[src/rtl/datapath_monitor.sv]
// datapath_monitor: run-time checker for a single shared bus with NUM_DRIVERS
// enabled drivers and an NZP condition-code register. Flags driver
// contention, bus/driver disagreement, NZP update errors and illegal NZP
// encodings. Keeps sticky flags, a saturating count, a first-error record
// and a one-shot interrupt.

// Per-driver compare: the driver is enabled and its data disagrees with the bus.
module datapath_monitor_lane #(
  parameter int WIDTH = 16
) (
  input  logic             ena,
  input  logic [WIDTH-1:0] data,
  input  logic [WIDTH-1:0] bus,
  output logic             mis
);
  assign mis = ena & (data != bus);
endmodule

module datapath_monitor #(
  parameter int WIDTH       = 16,
  parameter int NUM_DRIVERS = 4,
  parameter int CNT_WIDTH   = 8
) (
  input  logic                         clk,
  input  logic                         rst_n,
  input  logic                         mon_en,
  input  logic                         clr,
  input  logic [WIDTH-1:0]             bus,
  input  logic [NUM_DRIVERS-1:0]       drv_ena,
  input  logic [NUM_DRIVERS*WIDTH-1:0] drv_data,
  input  logic                         flag_we,
  input  logic                         n,
  input  logic                         z,
  input  logic                         p,
  output logic [3:0]                   err_sticky,
  output logic [CNT_WIDTH-1:0]         err_count,
  output logic                         first_valid,
  output logic [3:0]                   first_code,
  output logic [WIDTH-1:0]             first_bus,
  output logic [NUM_DRIVERS-1:0]       first_ena,
  output logic                         err_irq
);

  logic [NUM_DRIVERS-1:0] lane_mis;
  logic                   ena_multi, ena_one;
  logic [2:0]             nzp, nzp_bus;
  logic                   nzp_multi;
  logic [3:0]             chk;
  logic                   fire;

  // shadow state: expected NZP from the last flag write
  logic [2:0]             exp_nzp;
  logic                   exp_valid;
  logic                   flags_init;
  logic                   fv_d;

  genvar g;
  generate
    for (g = 0; g < NUM_DRIVERS; g++) begin : g_lane
      datapath_monitor_lane #(.WIDTH(WIDTH)) u_lane (
        .ena  (drv_ena[g]),
        .data (drv_data[g*WIDTH +: WIDTH]),
        .bus  (bus),
        .mis  (lane_mis[g])
      );
    end
  endgenerate

  // x & (x-1) clears the lowest set bit, so non-zero means two or more set
  assign ena_multi = |(drv_ena & (drv_ena - NUM_DRIVERS'(1)));
  assign ena_one   = (drv_ena != '0) & ~ena_multi;
  assign nzp       = {n, z, p};
  assign nzp_multi = |(nzp & (nzp - 3'd1));

  // NZP value the register should take when loaded from the bus (signed)
  assign nzp_bus = bus[WIDTH-1] ? 3'b100 : ((bus == '0) ? 3'b010 : 3'b001);

  // Per-check fire vector, all gated by mon_en
  always_comb begin
    chk    = '0;
    chk[0] = mon_en & ena_multi;
    chk[1] = mon_en & ena_one & (|lane_mis);
    chk[2] = mon_en & exp_valid & (nzp != exp_nzp);
    chk[3] = mon_en & (nzp_multi | (flags_init & (nzp == 3'b000)));
  end

  assign fire = |chk;

  // Shadow NZP pipeline: a write is compared on the very next cycle only
  always_ff @(posedge clk or negedge rst_n) begin
    if (!rst_n) begin
      exp_nzp    <= '0;
      exp_valid  <= 1'b0;
      flags_init <= 1'b0;
    end else if (clr) begin
      exp_nzp    <= '0;
      exp_valid  <= 1'b0;
      flags_init <= 1'b0;
    end else if (mon_en & flag_we) begin
      exp_nzp    <= nzp_bus;
      exp_valid  <= 1'b1;
      flags_init <= 1'b1;
    end else begin
      exp_valid  <= 1'b0;
    end
  end

  // Sticky flags, saturating counter and first-error capture; clr wins over fire
  always_ff @(posedge clk or negedge rst_n) begin
    if (!rst_n) begin
      err_sticky  <= '0;
      err_count   <= '0;
      first_valid <= 1'b0;
      first_code  <= '0;
      first_bus   <= '0;
      first_ena   <= '0;
    end else if (clr) begin
      err_sticky  <= '0;
      err_count   <= '0;
      first_valid <= 1'b0;
      first_code  <= '0;
      first_bus   <= '0;
      first_ena   <= '0;
    end else if (fire) begin
      err_sticky <= err_sticky | chk;
      if (err_count != '1) err_count <= err_count + CNT_WIDTH'(1);
      if (!first_valid) begin
        first_valid <= 1'b1;
        first_code  <= chk;
        first_bus   <= bus;
        first_ena   <= drv_ena;
      end
    end
  end

  // Interrupt: rising edge of first_valid, seen one cycle after it sets
  always_ff @(posedge clk or negedge rst_n) begin
    if (!rst_n) begin
      fv_d    <= 1'b0;
      err_irq <= 1'b0;
    end else if (clr) begin
      fv_d    <= 1'b0;
      err_irq <= 1'b0;
    end else begin
      fv_d    <= first_valid;
      err_irq <= first_valid & ~fv_d;
    end
  end

endmodule

[config.mk]
export PLATFORM = sky130hd
export DESIGN_NAME = datapath_monitor
export DESIGN_NICKNAME = d
export VERILOG_FILES = /design/src/rtl/datapath_monitor.sv
export SDC_FILE = /design/constraint.sdc
export NUM_CORES = 1
export LEC_CHECK = 0
export ABC_AREA = 0
export CORE_MARGIN = 2
export CORE_UTILIZATION = 43
export CTS_BUF_LIST = sky130_fd_sc_hd__clkbuf_4 sky130_fd_sc_hd__clkbuf_8 sky130_fd_sc_hd__clkbuf_16
export DETAILED_ROUTE_END_ITERATION = 10
export PLACE_DENSITY_LB_ADDON = 0.08
export SYNTH_ARGS = -nofsm -noshare
export SYNTH_HDL_FRONTEND = slang
export SYNTH_SLANG_ARGS = --single-unit
[constraint.sdc]
create_clock -name clk -period 2.85 [get_ports clk]
set_input_delay 0.7125 -clock clk [delete_from_list [all_inputs] [get_ports clk]]
set_output_delay 0.7125 -clock clk [all_outputs]
set_load 0.02 [all_outputs]
== After elaboration in Yosys (flattened, before gate mapping) ==
Cells that the tools add are included.

* Register bits after elaboration: 44
* Latch bits: 0
* Bits in writable memories: 0
* Bits in read-only memories: 0
* Memories kept: 0

* Add/sub/neg operators: 3
* $mul: 0
* Div/mod/pow operators: 0
* Order comparisons: 0
* Equal/unequal tests: 7
* Shift-type cells: 0
* Mux-type cells: 26
* Bitwise gates (word level): 20
* Reductions and logical operators: 12

{| class="wikitable"
|+ Operators with widths
! kind !! count
|-
| != test 16 bit || 4
|-
| two-way mux 16 bit || 3
|-
| two-way mux 4 bit || 8
|-
| two-way mux 8 bit || 3
|-
| logical NOT 16 bit || 1
|-
| bitwise AND 1 bit || 14
|-
| OR reduction 4 bit || 3
|-
| two-way mux 3 bit || 3
|-
| adder 8 x 1 -> 8 bit, second input constant || 1
|-
| two-way mux 1 bit || 8
|-
| != test 8 bit, second input constant || 1
|-
| nonzero test 2 bit || 3
|-
| bitwise AND 4 bit || 1
|-
| bitwise OR 4 bit || 1
|-
| AND reduction 2 bit || 2
|-
| nonzero test 4 bit || 1
|-
| subtractor 4 x 1 -> 4 bit, second input constant || 1
|-
| bitwise AND 3 bit || 1
|-
| logical NOT 3 bit || 1
|-
| != test 3 bit || 1
|-
| OR reduction 3 bit || 1
|-
| subtractor 3 x 1 -> 3 bit, second input constant || 1
|-
| two-way mux 2 bit || 1
|-
| != test 2 bit, second input constant || 1
|-
| 2 further kinds || 3
|}

== Logic depth before layout (Yosys ltp) ==
Gate-level depths: netlist of the first run.

* Depth after elaboration: 10
* Mapped depth: 8
* Mapped depth without buffers: 7

== By module ==
From an unflattened synthesis of the first run, not the netlist that was laid out.

* Cell total of the unflattened synthesis: 303
* Area total of the unflattened synthesis: 2915.3 µm²

{| class="wikitable"
|+ Modules (own cells, without submodules)
! module !! times used !! cells each !! area each (µm²)
|-
| datapath_monitor || 1 || 219 || 2209.6
|-
| datapath_monitor_lane || 4 || 21 || 176.4
|}

== Least setup slack after synthesis of the first run ==
No wires, ideal clock.

* Kind: in2reg
* Start: input port bus[9]
* End: register err_count[0]
* Setup time: 0.128 ns
* Data arrival time: 2.564 ns
* Data required time: 2.722 ns
* Path slack: 0.158 ns
* Stages: 7
* Cell sequence: clkbuf_1 xnor2_1 nand4_1 o41a_1 o41ai_4 a21oi_1 mux2_1

* Word-level cells in the longest chain between the ends: 7

{| class="wikitable"
|+ Ends and longest elaborated chain
! what !! line !! source
|-
| start, declared || 28 || <nowiki>input logic [WIDTH-1:0] bus,</nowiki>
|-
| != test 16 bit || 16 || <nowiki>assign mis = ena & (data != bus);</nowiki>
|-
| bitwise AND 1 bit || 16 ||
|-
| OR reduction 4 bit (*) || 82 || <nowiki>chk[1] = mon_en & ena_one & (|lane_mis);</nowiki>
|-
| bitwise AND 1 bit (*) || 82 ||
|-
| OR reduction 4 bit (*) || 87 || <nowiki>assign fire = |chk;</nowiki>
|-
| nonzero test 2 bit (no line) (*) || n/a ||
|-
| AND reduction 2 bit (no line) (*) || n/a ||
|-
| end signal, assigned || 126 || <nowiki>if (err_count != '1) err_count <= err_count + CNT_WIDTH'(1);</nowiki>
|-
| end, declared || 36 || <nowiki>output logic [CNT_WIDTH-1:0] err_count,</nowiki>
|}

Mark *: on every way between the ends. The rest lies on a longest branch, timed or not.
A chain may end at the register's enable or synchronous reset.

== Worst setup path in the final report of the first run ==
* Start: input port bus[2]
* End: register first_bus[12]

* Word-level cells in the longest chain between the ends: 7

{| class="wikitable"
|+ Ends and longest elaborated chain
! what !! line !! source
|-
| != test 16 bit || 16 ||
|-
| bitwise AND 1 bit || 16 ||
|-
| OR reduction 4 bit (*) || 82 ||
|-
| bitwise AND 1 bit (*) || 82 ||
|-
| OR reduction 4 bit (*) || 87 ||
|-
| nonzero test 2 bit (no line) (*) || n/a ||
|-
| AND reduction 2 bit (no line) (*) || n/a ||
|-
| end signal, assigned || 130 || <nowiki>first_bus <= bus;</nowiki>
|-
| end, declared || 39 || <nowiki>output logic [WIDTH-1:0] first_bus,</nowiki>
|}

Marked as above.

==> results.py, run 1 <==
metrics = {
    "status": {
        "outcome": "completed",
    },
    "clock_tree": {
        "cts_buffers": 5,
        "cts_buffer_depth": 2,
        "cts_sinks": 44,
        "path_clk_slew_ps": 90,
        "clockRootBuffer": "clkbuf_8",
        "hold_buffers": 0,
        "insertion_delay_ps": 300,
        "cts_tree": "built",
        "h-tree-depth": 2,
    },
    "grt": {
        "grt_pass1_wl_mm": 14.7,
        "grt_overflow": 0,
        "grt_use_total_pct": 24.9,
        "grt_antenna_before_repair": 0,
        "grt_max_degree": 33,
        "grt_pass1_vias": 3014,
    },
    "sta": {
        "hold_violations": 0,
        "max_freq_ghz": 0.351,
        "fin_crit_sh_pct": 99.9,
        "tightest_slew_ps": 573,
        "slew_viol_final": 0,
        "max_slew_margin_pct": 61.8,
        "layout_min_cycle_time_ps": 2850,
        "skew_ps": 3.91,
        "setup_violations": 0,
        "setup_ws_ps": 3.18,
    },
    "route": {
        "vias": 2975,
        "drc": 0,
        "wl_mm": 10.0,
        "vias_per_cell": 5.05,
        "m1WireLength_mm": 4.34,
        "drt_iter0_drc": 128,
        "met2_length_mm": 5.00,
        "routedWlPerCell_um": 17.0,
        "antenna_left": 0,
        "dr.pass1.iters": 4,
        "top_layer": "met4",
        "wl_met3_um": 544,
    },
    "floorplan": {
        "chipWidth_um": 87.7,
        "core_sq_um": 6790,
        "die-area_sq_um": 7690,
        "initial_core_util_pct": 44.3,
        "rows": 30,
        "ioPinCount": 130,
        "fp.dieH_um": 87.7,
    },
    "synthesis": {
        "synth-async-reset-ratio_pct": 100,
        "syn_inst": 320,
        "avgSynthCellArea_sq_um": 9.42,
        "synth_top_flop_cell": "dfrtp_1",
        "ys_top_cells_by_area": "dfrtp_1 (37%), xnor2_1 (20%), mux2i_1 (7.0%)",
        "synth_fp_nets": 413,
        "yosysWarnings": 0,
        "synth_common_cells": "xnor2_1 (68), nand2_1 (52), dfrtp_1 (44), nor2_1 (24), mux2i_1 (21)",
        "synth-seq-area-share_pct": 36.5,
        "synth_cell_types": 41,
        "synth_area_sq_um": 3010,
        "yosysMostFrequentCell": "xnor2_1",
        "yosys.area.top_type_share_pct": 36.5,
        "yosysTopAreaCell": "dfrtp_1",
        "synth_edf_count": 0,
        "ys_ff_latch": 44,
    },
    "power_and_ir_drop": {
        "p_comb_share_pct": 36.4,
        "pwr-share-seq_pct": 37.2,
        "power_frac_clock_pct": 26.4,
        "cellPowerDensity_nw_per_um2": 376,
        "leakage_nw": 2.15,
        "power.switching_uw": 572,
        "internal_power_mw": 1.30,
        "total_power_mw": 1.88,
        "switching_share_pct": 30.5,
        "ir_worst_vdd_mv": 0.268,
    },
    "worst_setup_path": {
        "worst-setup-path-type": "input pin to flip-flop",
        "critPathLaunchType": "input pin",
        "r2r_start": "err_count[0]$_DFFE_PN0P_",
        "cp_max_fo": 6,
        "cp_data_arrival_time_ps": 3070,
        "worstPathRequired_ps": 3080,
        "end_kind": "flip-flop",
        "cp-startpoint": "bus[2]",
    },
    "finish": {
        "fin_nets": 585,
        "multi_input_area_sq_um": 1840,
        "fillers": 522,
        "layout-drive-gt1-share_pct": 19.3,
        "diodes": 0,
        "seq_area_sq_um": 1100,
        "syn_to_final_growth_pct": 65.4,
    },
    "placed_design": {
        "preCtsSetupSlack_ps": -605,
        "portBuffers": 129,
        "place.gp.congestion": 0.849,
        "dp_hpwl_mm": 7.39,
    },
    "worst_hold_path": {
        "hold_class": "input pin to asynchronous set/reset pin",
    },
    "job": {
        "drv_cap": 0,
    },
}
state kept, by name (all words and copies together) (netlist names):
signal,count
first_bus,16
fv_d,1
first_code,4
flags_init,1
err_sticky,4
exp_valid,1
exp_nzp,3
err_count,8
err_irq,1
first_valid,1
first_ena,4
power groups by stage:
stage	clock network [mW]	registers [mW]	logic, mW
2_1_floorplan	0	0.755	0.254
3_3_place_gp	0	0.708	0.620
3_5_place_dp	0	0.709	0.630
4_1_cts	0.504	0.698	0.645
5_1_grt	0.526	0.703	0.723
6_report	0.495	0.698	0.682
layer usage:
metal | vias up | GRT usage [%]
met1 | 1435 | 30.3
met4 | 0 | 5.03
li1 | 1435 | -
met5 | - | 0
met3 | 9 | 4.43
met2 | 96 | 46.1
what timing repair did:
action                                  CTS  global route
endpoints found under the setup margin   33            23
pin swaps                                11            19
gates resized for setup                  31            27
gates cloned                              1             1
buffers inserted                          4             4
metrics by stage:
stage	cells	utilization, %	TNS, ps	hold slack [ps]	cell area, sq um
after CTS	584	71.0	0	291	4830
after global routing	589	73.4	-322	303	4980
after detailed placement	571	68.2	-17190	402	4640
after global placement	571	68.2	-16810	389	4640
after floorplan	320	-	0	378	3010
final	589	73.4	0	285	4980
placed cells by master (no fill, tap or decap), types with 3 or more instances in the layout:
cell type / count
buf_6: 6
xnor2_1: 61
dfrtp_1: 44
and3_1: 3
nand4_1: 17
nor2b_1: 8
dlygate4sd2_1: 12
inv_1: 3
mux2i_1: 21
clkbuf_8: 5
mux2_1: 5
nand2_1: 52
xnor2_2: 7
a21oi_1: 4
nor2_1: 24
o41a_1: 5
nand3_1: 3
buf_4: 51
clkbuf_2: 3
clkdlybuf4s50_1: 102
nor4_1: 5
dlymetal6s2s_1: 9
a211oi_2: 3
o2bb2ai_1: 4
critical path: stages:
cell	delay (ps)
dlygate4sd2_1	310
buf_4	170
xnor2_1	150
nand4_1	150
o41a_1	510
o41ai_4	420
buf_4	210
a21oi_4	80
clkbuf_16	190
mux2i_1	160
path summary, 6_finish.rpt:
kind | endpoint | slack, ps | cells past startpoint
worst max-delay path | first_bus[12]$_DFFE_PN0P_ | 3 | 10
worst min-delay path | first_bus[9]$_DFFE_PN0P_ | 290 | 1
worst max register to register | err_count[7]$_DFFE_PN0P_ | 640 | 7
worst min register to register | err_irq$_DFF_PN0_ | 410 | 1
max in group asynchronous | err_sticky[3]$_DFFE_PN0P_ | 1820 | 2
min in group clk | err_irq$_DFF_PN0_ | 410 | 1
logic make-up (layout without fill, tap and decap cells):
logic type / Yosys count / count (layout) / share of synthesized area (%)
AOI/OAI and AO/OA: 30 / 31 / 8.47
and+or+nand+nor: 118 / 118 / 18.5
DFF: 44 / 44 / 36.5
xor gates and xnor gates: 68 / 68 / 19.8
adders and majority gates: 2 / 2 / 0.747
buffers and inverters: 30 / 202 / 6.40
muxes: 28 / 28 / 9.59
layout make-up:
type	count	share of cell area, %
multi-input combinational	247	36.9
timing repair buffer	189	36.0
sequential	44	22.1
tap	96	2.41
clock buffer	5	1.38
clock inverter	3	0.853
inverter	5	0.377
Note: power is estimated with default switching activity, not from simulation.
==> run 2, diff against run 1 <==
Settings changed: SKIP_LAST_GASP set to 1.
==> results of run 2 <==
Final layout, timing and power as in run 1 (identical DEF).
==> run 3, diff against run 2 <==
--- a/constraint.sdc
+++ b/constraint.sdc
@@ -3,2 +3,2 @@
 set_output_delay 0.7125 -clock clk [all_outputs]
-set_load 0.02 [all_outputs]
+set_load 0.1 [all_outputs]
==> results.py, run 3 (same netlist as run 1, synthesis figures left out) <==
metrics = {
    "finish": {
        "final_util_pct": 70.3,
        "fin_nets": 577,
        "stdcell_count": 581,
        "largest_register": "first_bus",
        "layout-drive-gt1-share_pct": 23.5,
        "reg.largest.list": "first_bus x16, err_count x8",
        "final_common_cell": "buf_4",
        "syn_to_final_growth_pct": 58.6,
        "diodes": 0,
        "design_area_sq_um": 4780,
        "fillers": 562,
        "final_cell_mix": "buf_4 (82), clkdlybuf4s50_1 (67), xnor2_1 (64), nand2_1 (52), dfrtp_1 (44)",
        "largest_reg_flops": 16,
    },
    "grt": {
        "gr-usage-met1_pct": 29.8,
        "gr-usage-met2_pct": 42.1,
        "grt_pass1_vias": 2906,
        "grt_antenna_before_repair": 0,
        "top_usage_layer": "met2",
        "grt_overflow": 0,
        "grt_max_degree": 28,
        "grt_use_total_pct": 24.4,
        "grt_pass1_wl_mm": 14.4,
        "use_met3_pct": 5.56,
    },
    "worst_setup_path": {
        "worstReg2RegEnd": "err_count[7]$_DFFE_PN0P_",
        "cp_max_fo": 7,
        "reg2reg_depth": 7,
        "worstPathRequired_ps": 3030,
        "rrSetupSlack_ps": 420,
        "worst-setup-path-type": "input pin to flip-flop",
        "cp_data_arrival_time_ps": 3010,
        "endpoint": "first_ena[0]$_DFFE_PN0P_",
        "worstPathCellList": "clkdlybuf4s50_1 > xnor2_1 > nand4_1 > o41a_1 > o41ai_4 > buf_6 > a21oi_4 > buf_12 > mux2i_4",
        "critPathLaunchType": "input pin",
        "max_stage_delay_ps": 490,
        "end_kind": "flip-flop",
        "crit_path_top_delay_cell": "clkdlybuf4s50_1",
        "r2r_start": "err_count[0]$_DFFE_PN0P_",
        "cp-startpoint": "drv_data[35]",
    },
    "placed_design": {
        "place.gp.congestion": 0.836,
        "place_area_sq_um": 4540,
        "post-place-cells": 567,
        "dp_hpwl_mm": 7.37,
        "preCtsSetupSlack_ps": -484,
        "portBuffers": 129,
    },
    "clock_tree": {
        "clockRootBuffer": "clkbuf_8",
        "cts_buffer_depth": 2,
        "cts_buffers": 5,
        "hold_buffers": 0,
        "cts_tree": "built",
        "cts_sinks": 44,
        "h-tree-depth": 2,
        "insertion_delay_ps": 310,
        "path_clk_slew_ps": 100,
    },
    "floorplan": {
        "core_sq_um": 6790,
        "die-area_sq_um": 7690,
        "chipWidth_um": 87.7,
        "rows": 30,
        "ioPinCount": 130,
        "fp.dieH_um": 87.7,
        "initial_core_util_pct": 44.3,
    },
    "sta": {
        "setup_violations": 0,
        "fin_crit_sh_pct": 99.1,
        "slew_viol_final": 0,
        "hold_violations": 0,
        "layout_min_cycle_time_ps": 2820,
        "tns_ps": 0,
        "tightest_slew_ps": 494,
        "setup_ws_ps": 26.0,
        "skew_ps": 11.3,
        "max_freq_ghz": 0.354,
        "max_slew_margin_pct": 66.6,
    },
    "route": {
        "dr.pass1.iters": 4,
        "antenna_left": 0,
        "vias": 2923,
        "wl_mm": 9.60,
        "drc": 0,
        "drt_iter0_drc": 101,
        "routedWlPerCell_um": 16.5,
        "vias_per_cell": 5.03,
    },
    "power_and_ir_drop": {
        "cellPowerDensity_nw_per_um2": 437,
        "leakage_nw": 2.15,
        "ir_worst_vdd_mv": 0.355,
    },
    "job": {
        "drv_cap": 0,
    },
    "worst_hold_path": {
        "hold_class": "input pin to asynchronous set/reset pin",
    },
    "status": {
        "outcome": "completed",
    },
}
run 3: changes by cell type in the layout (fill, tap and decap cells not counted), moves of 2 or more:
| cell | previous run | this run |
|---|---|---|
| a211oi_2 | 3 | 0 |
| a211oi_1 | 0 | 3 |
| xnor2_2 | 7 | 4 |
| mux2_1 | 5 | 7 |
| clkdlybuf4s50_1 | 102 | 67 |
| a21oi_2 | 2 | 0 |
| buf_4 | 51 | 82 |
| a21oi_1 | 4 | 6 |
| mux2_4 | 2 | 0 |
| xnor2_1 | 61 | 64 |
run 3: layer usage:
layer,vias up,part of all wire [%]
met4,0,2.5
met5,-,0
met2,97,49
met1,1391,42
met3,18,6.5
li1,1417,-
run 3: repair_timing:
item / 4_1_cts / 5_1_grt
endpoints found under the setup margin: 30 / 9
setup buffers: 0 / 5
gates resized for setup: 22 / 19
pin swaps: 11 / 15
gates cloned: 1 / 0
hold endpoints to repair: 0 / 0
run 3: worst min path at each step:
stage | from | endpoint | slack (ps)
2_1_floorplan | fv_d$_DFF_PN0_ | err_irq$_DFF_PN0_ | 380
3_3_place_gp | fv_d$_DFF_PN0_ | err_irq$_DFF_PN0_ | 390
3_5_place_dp | fv_d$_DFF_PN0_ | err_irq$_DFF_PN0_ | 390
4_1_cts | rst_n | first_bus[1]$_DFFE_PN0P_ | 360
5_1_grt | rst_n | first_bus[7]$_DFFE_PN0P_ | 380
6_report | rst_n | first_bus[1]$_DFFE_PN0P_ | 350
run 3: layout make-up:
class | instances | area (sq um) | share of cell area, %
well taps | 96 | 120 | 2.51
multi-input cells | 246 | 1780 | 37.2
clock buffers | 5 | 68.8 | 1.44
inverters | 5 | 18.8 | 0.393
repair buffers | 182 | 1650 | 34.5
clock inverters | 3 | 42.5 | 0.891
flip-flops and latches | 44 | 1100 | 23.0
run 3: per-stage QoR:
step                hold WS [ps]  power (mW)
finish                       348        2.09
floorplan                    378        1.25
global route                 378        2.17
CTS                          356        2.09
detailed placement           388        1.58
global placement             387        1.57
run 3: where the power goes:
part	switching [mW]	leakage, nW	internal (mW)	total (mW)
clock	0.231	0.0541	0.260	0.491
sequential	0.0306	0.592	0.667	0.698
combinational	0.543	1.51	0.355	0.898
total	0.805	2.15	1.28	2.09
run 3: worst max-delay path: cells and delay by family:
family	cells	cell delay, ps
compound gates	3	980
buf+inv	3	840
xor+xnor	1	130
simple gates	1	150
mux	1	180
